**config.mk**
```make
export PLATFORM = sky130hd
export DESIGN_NAME = ex_wb_regfile_flat
export DESIGN_NICKNAME = d
export VERILOG_FILES = /design/src/rtl/ex_wb_regfile_pkg.sv /design/src/rtl/ex_wb_regfile_if.sv /design/src/rtl/ex_wb_regfile_regfile_2r1w.sv /design/src/rtl/ex_wb_regfile.sv /design/src/flat_wrapper.sv
export SDC_FILE = /design/constraint.sdc
export NUM_CORES = 2
export LEC_CHECK = 0
export CORE_MARGIN = 1
export CORE_UTILIZATION = 45
export DETAILED_ROUTE_END_ITERATION = 7
export MAX_ROUTING_LAYER = met4
export SYNTH_ARGS = -nofsm -noshare
export SYNTH_HDL_FRONTEND = slang
export SYNTH_SLANG_ARGS = --single-unit
```
**constraint.sdc**
```tcl
create_clock -name clk -period 76.6 [get_ports clk]
set_clock_uncertainty 0.15 [all_clocks]
set_input_delay 11.49 -clock clk [delete_from_list [all_inputs] [get_ports clk]]
set_output_delay 11.49 -clock clk [all_outputs]
set_load 0.02 [all_outputs]
```
**src/rtl/ex_wb_regfile_pkg.sv**
```systemverilog
// ============================================================================
// Module  : ex_wb_regfile_pkg
// Brief   : Shared widths and EX/WB latch control decode for ex_wb_regfile.
// Rev     : 1.0  initial release
// ============================================================================
`default_nettype none

package ex_wb_regfile_pkg;

  localparam int c_DATA_W = 32;
  localparam int c_ADDR_W = 5;
  localparam int c_NREG   = 32;
  localparam int c_CNT_W  = 32;

  typedef enum logic [1:0] {
    LATCH_LOAD   = 2'd0,
    LATCH_BUBBLE = 2'd1,
    LATCH_FLUSH  = 2'd2
  } latch_op_e;

  // Flush outranks stall; both leave the latch empty.
  function automatic latch_op_e latch_op(input logic flush, input logic stall);
    if (flush) return LATCH_FLUSH;
    if (stall) return LATCH_BUBBLE;
    return LATCH_LOAD;
  endfunction

endpackage

`default_nettype wire

```
**src/rtl/ex_wb_regfile_if.sv**
```systemverilog
// ============================================================================
// Module  : ex_wb_regfile_if
// Brief   : Execute-result, read-port and write-back status bundle.
// Rev     : 1.0  initial release
// ============================================================================
`default_nettype none

interface ex_wb_regfile_if #(
  parameter int DATA_W = 32,
  parameter int ADDR_W = 5
);
  logic              stall;
  logic              flush;
  logic [ADDR_W-1:0] wd_i;
  logic              wreg_i;
  logic [DATA_W-1:0] wdata_i;
  logic              re1;
  logic [ADDR_W-1:0] raddr1;
  logic [DATA_W-1:0] rdata1;
  logic              re2;
  logic [ADDR_W-1:0] raddr2;
  logic [DATA_W-1:0] rdata2;
  logic [ADDR_W-1:0] wb_wd_o;
  logic              wb_wreg_o;
  logic [DATA_W-1:0] wb_wdata_o;
  logic [31:0]       wr_count_o;

  modport master (
    output stall, flush, wd_i, wreg_i, wdata_i, re1, raddr1, re2, raddr2,
    input  rdata1, rdata2, wb_wd_o, wb_wreg_o, wb_wdata_o, wr_count_o
  );

  modport slave (
    input  stall, flush, wd_i, wreg_i, wdata_i, re1, raddr1, re2, raddr2,
    output rdata1, rdata2, wb_wd_o, wb_wreg_o, wb_wdata_o, wr_count_o
  );
endinterface

`default_nettype wire

```
**src/rtl/ex_wb_regfile_regfile_2r1w.sv**
```systemverilog
// ============================================================================
// Module  : ex_wb_regfile_regfile_2r1w
// Brief   : Register array, one write port, two raw read ports, r0 fixed at 0.
// Rev     : 1.0  initial release
// ============================================================================
`default_nettype none

module ex_wb_regfile_regfile_2r1w #(
  parameter int DATA_W = 32,
  parameter int ADDR_W = 5,
  parameter int NREG   = 32
) (
  input  wire logic              clk,
  input  wire logic              rst,
  input  wire logic              i_we,
  input  wire logic [ADDR_W-1:0] i_waddr,
  input  wire logic [DATA_W-1:0] i_wdata,
  input  wire logic [ADDR_W-1:0] i_raddr1,
  input  wire logic [ADDR_W-1:0] i_raddr2,
  output logic      [DATA_W-1:0] o_rdata1,
  output logic      [DATA_W-1:0] o_rdata2
);

  logic [DATA_W-1:0] w_regs [NREG];

  // Entry 0 has no storage, so no write path can ever alter it.
  assign w_regs[0] = '0;

  for (genvar gi = 1; gi < NREG; gi++) begin : g_reg
    logic [DATA_W-1:0] r_q;

    always_ff @(posedge clk or posedge rst) begin
      if (rst) begin
        r_q <= '0;
      end else if (i_we && (i_waddr == ADDR_W'(gi))) begin
        r_q <= i_wdata;
      end
    end

    assign w_regs[gi] = r_q;
  end

  assign o_rdata1 = w_regs[i_raddr1];
  assign o_rdata2 = w_regs[i_raddr2];

endmodule

`default_nettype wire

```
**src/rtl/ex_wb_regfile.sv**
```systemverilog
// ============================================================================
// Module  : ex_wb_regfile
// Brief   : EX/WB latch, commit counter and bypassed two-port register file.
// Rev     : 1.0  initial release
// ============================================================================
`default_nettype none

module ex_wb_regfile
  import ex_wb_regfile_pkg::*;
#(
  parameter int DATA_W = c_DATA_W,
  parameter int ADDR_W = c_ADDR_W,
  parameter int NREG   = c_NREG
) (
  input wire logic        clk,
  input wire logic        rst,
  ex_wb_regfile_if.slave  bus
);

  logic [ADDR_W-1:0]  r_wb_wd;
  logic               r_wb_wreg;
  logic [DATA_W-1:0]  r_wb_wdata;
  logic [c_CNT_W-1:0] r_wr_count;

  latch_op_e          w_op;
  logic               w_commit;
  logic [DATA_W-1:0]  w_arr_rdata1;
  logic [DATA_W-1:0]  w_arr_rdata2;

  assign w_op     = latch_op(bus.flush, bus.stall);
  assign w_commit = r_wb_wreg && (r_wb_wd != '0);

  always_ff @(posedge clk or posedge rst) begin
    if (rst) begin
      r_wb_wd    <= '0;
      r_wb_wreg  <= 1'b0;
      r_wb_wdata <= '0;
    end else begin
      case (w_op)
        LATCH_LOAD: begin
          r_wb_wd    <= bus.wd_i;
          r_wb_wreg  <= bus.wreg_i;
          r_wb_wdata <= bus.wdata_i;
        end
        default: begin
          r_wb_wd    <= '0;
          r_wb_wreg  <= 1'b0;
          r_wb_wdata <= '0;
        end
      endcase
    end
  end

  // The commit uses the latch contents from before this edge, so a flush or
  // stall arriving on the same edge cannot cancel it.
  always_ff @(posedge clk or posedge rst) begin
    if (rst) begin
      r_wr_count <= '0;
    end else if (w_commit) begin
      r_wr_count <= r_wr_count + 1'b1;
    end
  end

  ex_wb_regfile_regfile_2r1w #(
    .DATA_W (DATA_W),
    .ADDR_W (ADDR_W),
    .NREG   (NREG)
  ) u_regfile (
    .clk      (clk),
    .rst      (rst),
    .i_we     (w_commit),
    .i_waddr  (r_wb_wd),
    .i_wdata  (r_wb_wdata),
    .i_raddr1 (bus.raddr1),
    .i_raddr2 (bus.raddr2),
    .o_rdata1 (w_arr_rdata1),
    .o_rdata2 (w_arr_rdata2)
  );

  logic              w_re    [2];
  logic [ADDR_W-1:0] w_raddr [2];
  logic [DATA_W-1:0] w_arr   [2];
  logic [DATA_W-1:0] w_rdata [2];

  assign w_re[0]    = bus.re1;
  assign w_re[1]    = bus.re2;
  assign w_raddr[0] = bus.raddr1;
  assign w_raddr[1] = bus.raddr2;
  assign w_arr[0]   = w_arr_rdata1;
  assign w_arr[1]   = w_arr_rdata2;

  for (genvar gp = 0; gp < 2; gp++) begin : g_rd_port
    // Only the latched entry is bypassed; execute-stage forwarding lives in decode.
    always_comb begin
      w_rdata[gp] = '0;
      if (rst || !w_re[gp] || (w_raddr[gp] == '0)) begin
        w_rdata[gp] = '0;
      end else if (r_wb_wreg && (r_wb_wd == w_raddr[gp])) begin
        w_rdata[gp] = r_wb_wdata;
      end else begin
        w_rdata[gp] = w_arr[gp];
      end
    end
  end

  assign bus.rdata1     = w_rdata[0];
  assign bus.rdata2     = w_rdata[1];
  assign bus.wb_wd_o    = r_wb_wd;
  assign bus.wb_wreg_o  = r_wb_wreg;
  assign bus.wb_wdata_o = r_wb_wdata;
  assign bus.wr_count_o = r_wr_count;

endmodule

`default_nettype wire

```
**src/flat_wrapper.sv**
```systemverilog
// flat-port wrapper written by rule: the top's interface ports become plain ports
module ex_wb_regfile_flat import ex_wb_regfile_pkg::*;
#(
  parameter int DATA_W = c_DATA_W,
  parameter int ADDR_W = c_ADDR_W,
  parameter int NREG   = c_NREG
)
  (clk, rst, bus_stall, bus_flush, bus_wd_i, bus_wreg_i, bus_wdata_i, bus_re1, bus_raddr1, bus_re2, bus_raddr2, bus_rdata1, bus_rdata2, bus_wb_wd_o, bus_wb_wreg_o, bus_wb_wdata_o, bus_wr_count_o);
  ex_wb_regfile_if #(.DATA_W(DATA_W), .ADDR_W(ADDR_W)) bus_i ();
  input wire logic clk;
  input wire logic rst;
  input wire logic [$bits(bus_i.stall)-1:0] bus_stall;
  input wire logic [$bits(bus_i.flush)-1:0] bus_flush;
  input wire logic [$bits(bus_i.wd_i)-1:0] bus_wd_i;
  input wire logic [$bits(bus_i.wreg_i)-1:0] bus_wreg_i;
  input wire logic [$bits(bus_i.wdata_i)-1:0] bus_wdata_i;
  input wire logic [$bits(bus_i.re1)-1:0] bus_re1;
  input wire logic [$bits(bus_i.raddr1)-1:0] bus_raddr1;
  input wire logic [$bits(bus_i.re2)-1:0] bus_re2;
  input wire logic [$bits(bus_i.raddr2)-1:0] bus_raddr2;
  output wire logic [$bits(bus_i.rdata1)-1:0] bus_rdata1;
  output wire logic [$bits(bus_i.rdata2)-1:0] bus_rdata2;
  output wire logic [$bits(bus_i.wb_wd_o)-1:0] bus_wb_wd_o;
  output wire logic [$bits(bus_i.wb_wreg_o)-1:0] bus_wb_wreg_o;
  output wire logic [$bits(bus_i.wb_wdata_o)-1:0] bus_wb_wdata_o;
  output wire logic [$bits(bus_i.wr_count_o)-1:0] bus_wr_count_o;
  assign bus_i.stall = bus_stall;
  assign bus_i.flush = bus_flush;
  assign bus_i.wd_i = bus_wd_i;
  assign bus_i.wreg_i = bus_wreg_i;
  assign bus_i.wdata_i = bus_wdata_i;
  assign bus_i.re1 = bus_re1;
  assign bus_i.raddr1 = bus_raddr1;
  assign bus_i.re2 = bus_re2;
  assign bus_i.raddr2 = bus_raddr2;
  assign bus_rdata1 = bus_i.rdata1;
  assign bus_rdata2 = bus_i.rdata2;
  assign bus_wb_wd_o = bus_i.wb_wd_o;
  assign bus_wb_wreg_o = bus_i.wb_wreg_o;
  assign bus_wb_wdata_o = bus_i.wb_wdata_o;
  assign bus_wr_count_o = bus_i.wr_count_o;
  ex_wb_regfile #(.DATA_W(DATA_W), .ADDR_W(ADDR_W), .NREG(NREG)) u_core (.clk(clk), .rst(rst), .bus(bus_i));
endmodule
```
After elaboration in Yosys (flattened, before gate mapping)
Index checks and enable logic that the tools add are counted.

Add/sub/neg operators: 1. $mul: 0. Divide/modulo/power cells: 0. Magnitude comparators: 2. Eq/ne operators: 33. Shift operators: 0. Mux-type cells: 20. Bitwise operators: 2. Reduce and logical (&&, ||, !) cells: 44.

Operators by type and width (number): $bmux 32 s5 (2); $mux 32 (9); $eq 5x5->1 const B (16); $eq 5x4->1 const B (8); $logic_and 1x1->1 (34); $add 32x1->32 const B (1); $eq 5x3->1 const B (4); $ge 6x6->1 const B (2); $not 5->6 (2); $eq 5x2->1 const B (2); $eq 5x5->1 (2); $logic_not 5->1 (2); $mux 2 (4); $eq 5x1->1 const B (1); $mux 5 (1); $reduce_bool 5->1 (1); $logic_or 1x1->1 (4); $mux 1 (4); $logic_not 1->1 (2); $logic_not 2->1 (1).

Flip-flop bits (word level): 1062. Latch bits: 0. Bits in writable memories: 0. Memory bits (read-only): 0. Word-level logic and storage cells: 137. Memories kept: 0.

Logic depth before layout (Yosys ltp)
Word-level depth: 6. Depth in mapped cells: 9. Gate-level depth less buffers: 6.

Cells and area by module
Synthesis repeated with hierarchy kept, for this count alone.

Cells, all modules: 4093. Area, all modules: 57273.7 sq um.

By module, submodules not included: ex_wb_regfile_regfile_2r1w (instances 1, cells an instance 3636, area each 53199.8 sq um, sequential area each 24823.8 sq um); ex_wb_regfile (instances 1, cells an instance 457, area each 4073.9 sq um, sequential area each 1751.7 sq um).

Worst setup path before layout
No wires, ideal clock.

Kind: in2out. From: input rst. To: output bus_rdata1[31]. Arrival time: 38.668 ns. Required time: 64.960 ns. Path slack: 26.292 ns. Stages on the path: 3. Cell sequence: inv_1 nand4_1 o221ai_1.

Word-level cells in the longest chain between the ends: 3.

RTL lines: from (decl) (RTL line flat_wrapper.sv:11) `input wire logic rst;`; $logic_or 1x1->1 (2 in series) (RTL line ex_wb_regfile.sv:96) `if (rst || !w_re[gp] || (w_raddr[gp] == '0)) begin`; $mux 32 (RTL line ex_wb_regfile.sv:96); to (decl) (RTL line flat_wrapper.sv:21) `output wire logic [$bits(bus_i.rdata1)-1:0] bus_rdata1;`.

Every way passes these cells.

Worst setup path after layout
From: input bus_raddr1[0]. To: output bus_rdata1[19].

Word-level cells in the longest chain between the ends: 6. Elaborated cells on any way between the ends: 10. Those cells by class: eq/ne: 1; mux: 5; bitwise: 1; reduce/logical: 3.

RTL lines: from (decl) (RTL line flat_wrapper.sv:18) `input wire logic [$bits(bus_i.raddr1)-1:0] bus_raddr1;`; $not 5->6 (implied by the code) (RTL line ex_wb_regfile_regfile_2r1w.sv:43) `assign o_rdata1 = w_regs[i_raddr1];`; $bmux 32 s5 (RTL line ex_wb_regfile_regfile_2r1w.sv:43); $mux 32 (implied by the code) (2 in series) (RTL line ex_wb_regfile_regfile_2r1w.sv:43); $mux 32 (RTL line ex_wb_regfile.sv:98) `end else if (r_wb_wreg && (r_wb_wd == w_raddr[gp])) begin`; $mux 32 (*) (RTL line ex_wb_regfile.sv:96).

Every way passes the cells marked *; elsewhere a longest branch is shown, timed or not. The select of a mux whose other input is x is not followed.

==> summary.md <==
| Metric | Value |
|---|---|
| Via count | around 39000 |
| Max Transition Viols Final | 0 |
| Hold_ws | around 330 ps |
| Syn Inst Count | approximately 4500 |
| Post-DR wirelength/cell | 29.0 µm |
| Fin crit period | roughly 28000 ps |
| Final period utilization | between 30% and 40% |
| Initial drt markers | between 3000 and 4000 |
| Layout cells sized above 1 | ~30% |
| Area grow syn2layout | 12.4% |
| CTS max path bufs | 3 |
| Fin cells | 6173 |
| Hold crit path type | reg -> reg |
| Worst VDD drop | between 0.000015 and 0.00002 V |
| Yosys top cell by area | dfrtp_1 |
| Core Rows | 128 |
| Gp weighted congestion | ~0.80 |
| Total CTS buffers | approximately 120 |
| Count of input and output buffers | between 150 and 200 |
| Crit Path Class | in -> out |
| Outcome | finished, final reports clean |
| Initial Utilization | a little under half |
| Sequential fraction of the synthesis area | 47.7% |
| Syn Nets | approximately 4500 |
| Commonest non-fill, non-tap cells in the layout | dfrtp_1, mux2_2, nand2_1 |
| Vias per cell | roughly 6.3 |
| Commonest non-fill, non-tap cell in the layout | dfrtp_1 |
| Post_cts resized | 0 |
| Fmax | between 30 and 40 MHz |
| Synth warnings | 0 |
| Grt peak-use layer | met2 |
| TNS Setup | 0 ps |
| Static Leakage | 27.6 nW |
| Top-area cell type share of the netlist area | 47.7% |
| Clock Pin Slew Worst Setup and Hold Paths | about 60 ps |
| CP Max Fanout | slightly below 80 |
| Ys flop type | dfrtp_1 |
| Global-route track usage on met1 | approximately two fifths |
| Max-Cap Viols | 0 |
| Worst EP required | 64960 ps |
| Die Y | 354 µm |
| Post-synth EDFFs | 0 |
| Post-DP HPWL | approximately 95000 µm |
| Post-CTS setup buffers | 0 |
| Routing usage on met2 | a little under half |
| Chip Width | about 350 µm |
| Nets | around 4500 |
| Largest net degree at the start of global routing | 188 |
| DRT Wirelength | 179000 µm |
| Slew @ Worst Pin | 1200 ps |
| Post-CTS Hold Fix Bufs | 0 |
| Router iterations before antenna repair | 5 |
| TritonCTS clock tree | done |
| Total track usage | between 20% and 30% |
| Placed insts | about 6000 |
| RSZ-0062 raised after global routing | false |
| I/O pins | between 150 and 200 |
| Residual DRC count | 0 |
| Filler Cell Count | 10600 |
| Clock latency on the worst-skew pair | around 730 ps |
| Antenna violations before repair | 3 |
| Synth cell types | 43 |
| Core region area | around 120000 µm² |
| Worst Setup Start Kind | primary input |
| M3 GR Usage | between 4 and 5% |
| Global-route wire length before repair | approximately 270000 µm |
| Post-synth ARST share | 100% |
| CTS root buffer | clkbuf_16 |
| Fin. Hold Viols | 0 |
| Clock net sink count | 1062 |
| Normalized max-slew margin | between 20% and 30% |
| GRT overflow | 0 |
| Vias in the first global route | just under 40000 |
| Endpoints failing setup | 0 |
| Synth area leaders | dfrtp_1, mux4_2, mux2_2, o21ai_0, mux2i_1 |
| Die ar. | 125000 µm² |
| Antenna viol nets, final | 0 |
| Mapped Area | around 56000 µm² |
| CP arrival | ~16000 ps |
| Yosys reg bits | between 1000 and 1500 |
| Critical Path End Type | output pin |
| CTS H-tree depth | 3 |
| Power Density | a little under 20 nW/µm² |
| Syn avg cell area | ~12 µm² |
## path summary, 6_finish.rpt
kind	startpoint	end	slack [ps]	depth (start not counted)
setup reg to reg	u_core.bus.wb_wd_o[2]	u_core.u_regfile.g_reg[15].r_q[19]	73070	4
hold / removal	u_core.bus.wr_count_o[31]	u_core.bus.wr_count_o[31]	330	1
hold reg to reg	u_core.bus.wr_count_o[31]	u_core.bus.wr_count_o[31]	330	1
min in group asynchronous	rst	u_core.bus.wb_wd_o[1]	11310	2
max in group asynchronous	rst	u_core.u_regfile.g_reg[22].r_q[7]	61640	5
setup / recovery	bus_raddr1[0]	bus_rdata1[19]	48970	8
## registers in the layout (all words and copies together) (netlist names)
name and count:
u_core.u_regfile.g.r_q 992, u_core.bus.wr_count_o 32, u_core.bus.wb_wreg_o 1, u_core.bus.wb_wdata_o 32, u_core.bus.wb_wd_o 5
## synthesized netlist by cell type, types with 13 or more instances
master and number:
a211oi_1 32, a21oi_1 94, a221o_1 32, a22oi_1 64, and2_1 44, and3_1 38
buf_1 16, buf_2 124, buf_4 13, clkbuf_1 269, dfrtp_1 1062, inv_1 40
mux2_2 640, mux2i_1 224, mux4_2 384, nand2_1 570, nand3_1 15, nor2_1 81
nor2b_1 38, o21ai_0 484, o221ai_1 64, o22ai_1 32, o311ai_0 32, xnor2_1 27
xor2_1 14
## power breakdown
| part | total [mW] | switching (mW) | internal, mW |
|---|---|---|---|
| Sequential | 0.578 | 0.00889 | 0.570 |
| Clock | 0.567 | 0.236 | 0.331 |
| Combinational | 0.0949 | 0.0620 | 0.0329 |
| Total | 1.24 | 0.306 | 0.934 |
## per-stage QoR
stage	worst slack, ps	instance area (µm²)	utilization, %	power, mW
floorplan	26290	55700	-	0.649
global placement	48950	58800	48.1	0.683
detailed placement	48920	58800	48.1	0.684
CTS	48920	62600	51.2	1.25
global route	48710	62600	51.2	1.28
finish	48970	62600	51.2	1.24
## routing by layer
layer,part of all wire (%),wire length (µm),vias to the layer above
met1,41,73100,20300
met5,0,0,-
met3,6.5,11600,423
met4,4.3,7630,0
li1,-,-,16600
met2,48,86800,1458
## cells by family (layout without fill, tap and decap cells)
kind of cell / count (synthesis) / count (layout) / share of synthesized area, %
DFF: 1062 / 1062 / 47.7
buffers and inverters: 471 / 525 / 3.66
muxes: 1249 / 1249 / 32.5
and+or+nand+nor: 830 / 830 / 6.40
adders and majority gates: 1 / 1 / 0.0225
xor gates and xnor gates: 41 / 41 / 0.645
other: 0 / 1 / 0
AOI/OAI and AO/OA: 839 / 839 / 9.01
## worst max-delay path: stages
cell and delay [ps]:
buf_8 750, buf_4 800, buf_4 820, mux4_2 600
mux2_2 280, a21oi_1 220, o221ai_1 280, clkdlybuf4s50_1 640
## final cells by class
type | instances | area (µm²) | share of cell area, %
sequential | 1062 | 26600 | 42.5
clock buffer | 164 | 3300 | 5.27
multi-input combinational | 2960 | 27400 | 43.7
timing repair buffer | 280 | 2670 | 4.26
tap | 1625 | 2030 | 3.25
antenna | 1 | 2.50 | 0.00400
inverter | 40 | 158 | 0.252
clock inverter | 41 | 512 | 0.818
(Power assumes the default switching activity.)
